File: src/rtl/fetch_unit.sv
// Instruction fetch stage: keeps one memory request in flight, holds one fetched
// word for decode, and discards responses that a redirect has made stale.
module fetch_unit #(
    parameter logic [31:0] RESET_PC = 32'h00003000
) (
    input  logic        clk,
    input  logic        rst,
    input  logic        stall,
    input  logic        redirect,
    input  logic [31:0] redirect_pc,
    output logic        imem_req,
    output logic [31:0] imem_addr,
    input  logic        imem_ready,
    input  logic [31:0] imem_rdata,
    output logic        out_valid,
    output logic [31:0] Ins_out,
    output logic [31:0] PC4_out
);

    localparam int unsigned XLEN = 32;

    typedef enum logic [1:0] {
        S_FETCH = 2'd0,
        S_HAVE  = 2'd1,
        S_DRAIN = 2'd2
    } state_e;

    state_e            state_q;
    logic [XLEN-1:0]   pc_q;
    logic [XLEN-1:0]   fetch_addr_q;
    logic [XLEN-1:0]   buf_q;
    logic [XLEN-1:0]   target;

    // Redirect targets are forced to a word boundary.
    assign target = redirect_pc & ~XLEN'(3);

    always_ff @(posedge clk) begin
        if (rst) begin
            state_q      <= S_FETCH;
            pc_q         <= RESET_PC + XLEN'(4);
            fetch_addr_q <= RESET_PC;
            buf_q        <= '0;
        end else begin
            case (state_q)
                S_FETCH: begin
                    if (imem_ready) begin
                        if (redirect) begin
                            pc_q         <= target;
                            fetch_addr_q <= target;
                        end else begin
                            buf_q   <= imem_rdata;
                            pc_q    <= fetch_addr_q + XLEN'(4);
                            state_q <= S_HAVE;
                        end
                    end else if (redirect) begin
                        pc_q    <= target;
                        state_q <= S_DRAIN;
                    end
                end
                S_DRAIN: begin
                    // The in-flight request must finish before the new target is issued.
                    if (redirect) begin
                        pc_q <= target;
                    end
                    if (imem_ready) begin
                        fetch_addr_q <= redirect ? target : pc_q;
                        state_q      <= S_FETCH;
                    end
                end
                S_HAVE: begin
                    if (redirect) begin
                        pc_q         <= target;
                        fetch_addr_q <= target;
                        state_q      <= S_FETCH;
                    end else if (!stall) begin
                        fetch_addr_q <= pc_q;
                        state_q      <= S_FETCH;
                    end
                end
                default: state_q <= S_FETCH;
            endcase
        end
    end

    // A redirect squashes the held word in the same cycle it arrives.
    assign imem_req  = !rst && (state_q != S_HAVE);
    assign imem_addr = fetch_addr_q;
    assign out_valid = !rst && (state_q == S_HAVE) && !redirect;
    assign Ins_out   = out_valid ? buf_q : '0;
    assign PC4_out   = rst ? RESET_PC : fetch_addr_q + XLEN'(4);

endmodule

File: config.mk
export PLATFORM = sky130hd
export DESIGN_NAME = fetch_unit
export DESIGN_NICKNAME = d
export VERILOG_FILES = /design/src/rtl/fetch_unit.sv
export SDC_FILE = /design/constraint.sdc
export NUM_CORES = 1
export LEC_CHECK = 0
export CORE_UTILIZATION = 40
export DETAILED_ROUTE_END_ITERATION = 8
export PLACE_DENSITY = 0.74
export REMOVE_ABC_BUFFERS = 1
export SLEW_MARGIN = 20
export SYNTH_ARGS = -nofsm -noshare
export SYNTH_HDL_FRONTEND = slang
export SYNTH_SLANG_ARGS = --single-unit
File: constraint.sdc
create_clock -name clk -period 1.7 [get_ports clk]
set_input_delay 0.17 -clock clk [delete_from_list [all_inputs] [get_ports clk]]
set_output_delay 0.17 -clock clk [all_outputs]
set_load 0.005 [all_outputs]
; ---- Word-level counts from Yosys, hierarchy flattened
; Index checks and enable logic that the tools add are counted.
[totals]
reg_bits = 98
inputBits = 69
out_inout_bits = 98
[classes]
add_sub_neg = 1
n_eq_ne = 9
mux = 19
bitwise = 1
n_reduce_logical = 12
[op_table]
columns = op, n
row1 = two-way mux 32 bit, 10
row2 = case mux 32 bit (3 select lines), 1
row3 = case mux 32 bit (2 select lines), 1
row4 = "adder 32 x 3 -> 32 bit, second input constant", 1
row5 = two-way mux 2 bit, 6
row6 = "!= test 3 bit, second input constant", 3
row7 = "!= test 2 bit, second input constant", 3
row8 = case mux 2 bit (3 select lines), 1
row9 = AND reduction 5 bit, 1
row10 = AND reduction 4 bit, 1
row11 = logical AND 1 bit, 3
row12 = AND reduction 3 bit, 1
row13 = nonzero test 3 bit, 1
row14 = "equality test 2 x 1 -> 1 bit, second input constant", 1
row15 = "equality test 2 bit, second input constant", 1
row16 = logical NOT 1 bit, 2
row17 = logical NOT 2 bit, 1
row18 = "!= test 2 x 1 -> 1 bit, second input constant", 1
row19 = nonzero test 2 bit, 1
row20 = OR reduction 2 bit, 1
row21 = NOT 1 bit, 1

; ---- Depth between registers and ports, before layout
[depth]
word_depth = 4
ltp_mapped = 8
depth_no_buf = 7

; ---- Worst setup path before layout
; OpenSTA, ideal clock, no wires.
[synth_timing]
path_kind = flip-flop to flip-flop
from = register state_q[0]
to = register pc_q[12]
setup_time_ps = 131
t_arrival_ps = 1726
path_slack_ps = -158
path_stages_with_launch = 8
n_path_buf = 1
synth_period_minus_slack_ps = 1858
path_cell_list = dfxtp_1 > inv_1 > ha_1 > nor2b_1 > o21ai_0 > clkbuf_1 > a221oi_1 > o31ai_1
[synth_via]
elab_chain_len = 3
elab_cells_between_ends = 6
classes_between = 2 x eq/ne / 1 x mux / 3 x reduce/logical
[synth_lines]
columns = item, line
row1 = from (decl), 28  ; state_e state_q;
row2 = from (signal assigned), 39  ; state_q <= S_FETCH;
row3 = from (signal assigned), 53  ; state_q <= S_HAVE;
row4 = from (signal assigned), 57  ; state_q <= S_DRAIN;
row5 = equality test 2 x 1 -> 1 bit or equality test 2 bit (tied branches), 44  ; case (state_q)
row6 = OR reduction 2 bit (no line), --
row7 = case mux 32 bit (2 select lines) or nonzero test 2 bit (tied branches), --
row8 = to (signal assigned), 40  ; pc_q <= RESET_PC + XLEN'(4);
row9 = to (signal assigned), 48  ; pc_q <= target;
row10 = to (signal assigned), 52  ; pc_q <= fetch_addr_q + XLEN'(4);
row11 = to (decl), 29  ; logic [XLEN-1:0] pc_q;
; Several ways; a longest one is shown, not always the timed one.
; A chain may end at the register's enable or synchronous reset.

; ---- Worst setup path in the final report
[layout_timing]
from = register fetch_addr_q[15] (netlist: imem_addr[15])
to = output port PC4_out[30]
[layout_via]
elab_chain_len = 2
[layout_lines]
columns = item, line
row1 = from (decl), 30  ; logic [XLEN-1:0] fetch_addr_q;
row2 = from (signal assigned), 49  ; fetch_addr_q <= target;
row3 = from (signal assigned), 66  ; fetch_addr_q <= redirect ? target : pc_q;
row4 = from (signal assigned), 73  ; fetch_addr_q <= target;
row5 = adder 32 x 3 -> 32 bit, 90  ; assign PC4_out = rst ? RESET_PC : fetch_addr_q + XLEN'(4);
row6 = two-way mux 32 bit, 90
row7 = to (decl), 17  ; output logic [31:0] PC4_out
; Every way passes these cells.

==> metrics.cfg <==
[route]
route.antenna.remaining_nets = 0
route.detailed.drc = 0
drt-vias-per-instance = 6.135
wirelength_um = 26330
wl_per_cell_um = 23.18
drt_first_iter_violations = 722
dr_total_vias = 6969
detailedRoute.firstPassIterationCount = 7
wl_met3_um = 2794
met1_length_um = 9639
route.met2.wl_um = 12200
top_signal_layer_used = met4

[clock_tree]
clock_tree.root_cell = sky130_fd_sc_hd__clkbuf_16
cts_hold_buf = 0
clk_pin_slew_ns = 0.07
cts-root-to-sink-buffers = 2
clock_latency_ns = 0.36
tritoncts = built
cts_inserted_buffers = 9
clock-sinks = 98
cts_htree_levels = 3

[synthesis]
synthMuxAreaShare_pct = 5.327
yosysSeqAreaShare_pct = 38.67
synthTopCellsByArea = sky130_fd_sc_hd__dfxtp_1 (39%), sky130_fd_sc_hd__nand2_1 (6.3%), sky130_fd_sc_hd__nor2_1 (6.3%)
synthXorXnorAreaFrac_pct = 4.316
synth_compound_gate_area_share_pct = 21.31
synthDominantAreaCellType = sky130_fd_sc_hd__dfxtp_1
post_synth.cell_area_avg_sq_um = 7.965
syn_area_sq_um = 5074
yosysWarningCount = 0
simple_gate_fraction_of_synth_area_pct = 24.12
synth_fa_ha_area_share_pct = 1.233
netlist.area_leader.share_pct = 38.67
synthesis.instances = 637
synth_top_family_by_area = simple AND/OR/NAND/NOR gates
ys_types = 54
ys_seq_elements = 98

[die]
num_rows = 40
num_io_pins = 167
floorplan.die.height_um = 114.6
initial_utilization_pct = 41.55
overall_die_area_sq_um = 13140
die_width_um = 114.6
core_region_area_sq_um = 12210

[grt]
gr-usage-all-layers_pct = 34.03
grt_max_degree = 76
grt_pass1_wl_um = 34590
antenna_found_initial = 0
first_global_vias = 6602
globalRouteOverflowTotal = 0

[cells_and_area]
core_occupancy_in_the_finished_layout_pct = 81.81
nFillCells = 625
nNetsFinal = 1038
layout-drive-gt1-share_pct = 49.07
number_of_antenna_repair_diodes = 0
area.growth.synth_to_final_pct = 96.92
finish.instance_area_sq_um = 9991

[setup_path]
critPathMaxFanout = 5
ff2ff_setup_slack_ns = -0.42
critPathCaptureType = primary output
critical_path_arrival_ns = 2.25
worstSetupStartpointType = flop
worst-r2r-cell-count = 10
crit-reg2reg-launch = imem_addr[15]$_SDFFE_PP0P_
path_class = reg2out
regToRegEndpoint = pc_q[27]$_SDFFE_PP0P_
critical_path_required_ns = 1.53

[job]
drv.max_cap_violation_count = 0

[status]
outcome = finished with violations
violations = setup timing

[place]
placed_area_sq_um = 7634
globalplace.congestion = 0.8730
place.port_buffers = 164
half_perimeter_wire_length_after_detailed_placement_um = 12110

[timing]
final.setup.worst_slack_ns = -0.7245
worst-slew-pin-transition_ns = 0.4632
skew_ns = 0.01607
report.final.slew_viol_count = 0
rsz0062_at_grt = true
finalWorstPathRequiredPeriod_ns = 2.424
final-hold-violation-count = 0
maxClockFrequency_mhz = 412.5
worst_slew_margin_relative_to_its_limit_pct = 69.12
setup_violations = 120
fin_crit_sh_pct = 142.6

[min_path]
hold_path_depth = 3
hold_end = buf_q[21]$_SDFFE_PP0P_
timing.hold.worst.start = imem_rdata[21]
hold_path.class = in2reg

[pwr]
worst_ir_drop_vdd_mv = 0.5040
leakagePower_nw = 4.271
power_per_cell_area_nw_per_um2 = 777.5

==> repair_timing <==
| item | CTS | global route |
|---|---|---|
| setup endpoints to repair | 124 | 123 |
| endpoints found under the hold margin | 0 | 0 |
| pin swaps | 105 | 83 |
| cloned | 11 | 0 |
| setup buffers | 68 | 40 |
| gates resized for setup | 440 | 161 |
==> metrics by stage <==
stage,setup WS [ns],setup TNS [ns],std cells,total power [mW],hold WS (ns)
after floorplan,-0.9540,-36.90,588,3.452,0.2362
after global placement,-0.5064,-28.44,1028,4.592,0.4376
after detailed placement,-0.5772,-31.75,1028,4.643,0.4437
after CTS,-0.5246,-20.07,1116,7.221,0.3475
after global routing,-0.7170,-31.49,1136,7.968,0.3831
final,-0.7245,-27.88,1136,7.768,0.3659
==> worst max-delay path by stage <==
| stage | to | slack (ns) | startpoint | depth (start not counted) |
|---|---|---|---|---|
| 3_5_place_dp | PC4_out[25] | -0.58 | imem_addr[11]$_SDFFE_PP0P_ | 6 |
| 2_1_floorplan | imem_addr[12]$_SDFFE_PP1P_ | -0.95 | state_q[1]$_SDFFE_PP0P_ | 6 |
| 5_1_grt | PC4_out[30] | -0.72 | imem_addr[11]$_SDFFE_PP0P_ | 8 |
| 6_report | PC4_out[30] | -0.72 | imem_addr[15]$_SDFFE_PP0P_ | 9 |
| 3_3_place_gp | PC4_out[24] | -0.51 | imem_addr[11]$_SDFFE_PP0P_ | 6 |
| 4_1_cts | PC4_out[25] | -0.52 | imem_addr[18]$_SDFFE_PP0P_ | 7 |
==> synth_stat cells (all sizes together) <==
cell type,count
o21a,5
o31ai,1
a2bb2oi,4
o2bb2ai,2
mux2i,27
o21ai,23
a22oi,14
o221ai,1
nor3b,1
a211oi,39
nand2,85
a21oi,43
a21boi,1
buf,10
clkbuf,39
o221a,4
ha,5
and4,4
a32o,1
o22ai,10
o311a,2
nand4,10
a31oi,1
a222oi,1
nand3,12
nor3,10
xnor2,13
dfxtp,98
nor2b,2
xor2,12
o211ai,1
a221oi,4
and3,6
and2,38
or4,1
nand2b,3
o31a,2
nor4,3
nor2,85
inv,14
==> logic make-up (layout without fill, tap and decap cells) <==
| family | count (synthesis) | in the layout |
|---|---|---|
| buffers and inverters | 63 | 394 |
| adder cells (fa/ha/maj) | 5 | 5 |
| AND/OR/NAND/NOR | 260 | 260 |
| XOR/XNOR | 25 | 25 |
| AO/OA/AOI/OAI | 159 | 159 |
| flip-flops | 98 | 98 |
| multiplexers | 27 | 27 |
==> sequential cells by signal, indices dropped and copies added (netlist names) <==
signal and flops:
buf_q 32, imem_addr 32, pc_q 32, state_q 2
==> per-layer routing <==
metal,track usage [%],up-vias
met2,58.95,620
met4,18.53,0
met5,0,-
li1,-,2876
met3,7.411,189
met1,39.04,3284
==> final cells by class <==
| class | count | area [sq um] | area share [%] |
|---|---|---|---|
| multi-input cells | 476 | 3849 | 38.52 |
| well taps | 168 | 210.2 | 2.104 |
| clock buffers | 14 | 284.0 | 2.843 |
| clock inverters | 1 | 7.507 | 0.07514 |
| repair buffers | 365 | 3586 | 35.89 |
| flip-flops and latches | 98 | 2002 | 20.04 |
| inverters | 14 | 52.55 | 0.5260 |
==> worst max-delay path, cell delays in order, from the launching register on <==
cell	delay (ns)
sky130_fd_sc_hd__dfxtp_2	0.34
sky130_fd_sc_hd__buf_6	0.12
sky130_fd_sc_hd__nand4_1	0.18
sky130_fd_sc_hd__nor4_4	0.37
sky130_fd_sc_hd__buf_4	0.20
sky130_fd_sc_hd__buf_6	0.11
sky130_fd_sc_hd__nand4_1	0.10
sky130_fd_sc_hd__xor2_1	0.28
sky130_fd_sc_hd__nor2_1	0.06
sky130_fd_sc_hd__buf_2	0.14
==> layout by cell type (no fill, tap or decap), types with 4 or more instances in the layout <==
cell	Yosys	layout
sky130_fd_sc_hd__buf_16	0	5
sky130_fd_sc_hd__a22oi_2	0	4
sky130_fd_sc_hd__nand2_1	85	77
sky130_fd_sc_hd__buf_12	0	14
sky130_fd_sc_hd__a221oi_2	1	4
sky130_fd_sc_hd__clkbuf_16	0	9
sky130_fd_sc_hd__buf_4	3	112
sky130_fd_sc_hd__buf_6	0	96
sky130_fd_sc_hd__nand4_1	10	10
sky130_fd_sc_hd__clkbuf_8	0	4
sky130_fd_sc_hd__a211oi_2	1	23
sky130_fd_sc_hd__dfxtp_1	98	76
sky130_fd_sc_hd__nor2_1	85	68
sky130_fd_sc_hd__inv_1	13	12
sky130_fd_sc_hd__nor2_2	0	11
sky130_fd_sc_hd__o21a_1	5	5
sky130_fd_sc_hd__mux2i_1	27	25
sky130_fd_sc_hd__o22ai_1	10	9
sky130_fd_sc_hd__nand2_4	0	4
sky130_fd_sc_hd__nor3_4	0	5
sky130_fd_sc_hd__buf_8	0	4
sky130_fd_sc_hd__nor2_4	0	6
sky130_fd_sc_hd__and2_1	36	8
sky130_fd_sc_hd__and2_4	0	30
sky130_fd_sc_hd__nand3_4	0	5
sky130_fd_sc_hd__o21ai_0	21	11
sky130_fd_sc_hd__dfxtp_2	0	17
sky130_fd_sc_hd__buf_2	6	29
sky130_fd_sc_hd__o21ai_2	0	6
sky130_fd_sc_hd__a21oi_1	43	38
sky130_fd_sc_hd__and3_4	0	5
sky130_fd_sc_hd__nand3_2	2	4
sky130_fd_sc_hd__dfxtp_4	0	5
sky130_fd_sc_hd__xnor2_2	0	10
sky130_fd_sc_hd__clkdlybuf4s50_1	0	99
sky130_fd_sc_hd__a211oi_1	37	14
sky130_fd_sc_hd__a22oi_1	14	10
sky130_fd_sc_hd__xor2_2	0	9
==> report_power, final <==
part | internal [mW] | leakage (nW) | switching, mW
Combinational | 1.55 | 3.32 | 1.43
Sequential | 2.53 | 0.814 | 0.197
Clock | 1.15 | 0.141 | 0.921
(Power assumes the default switching activity.)
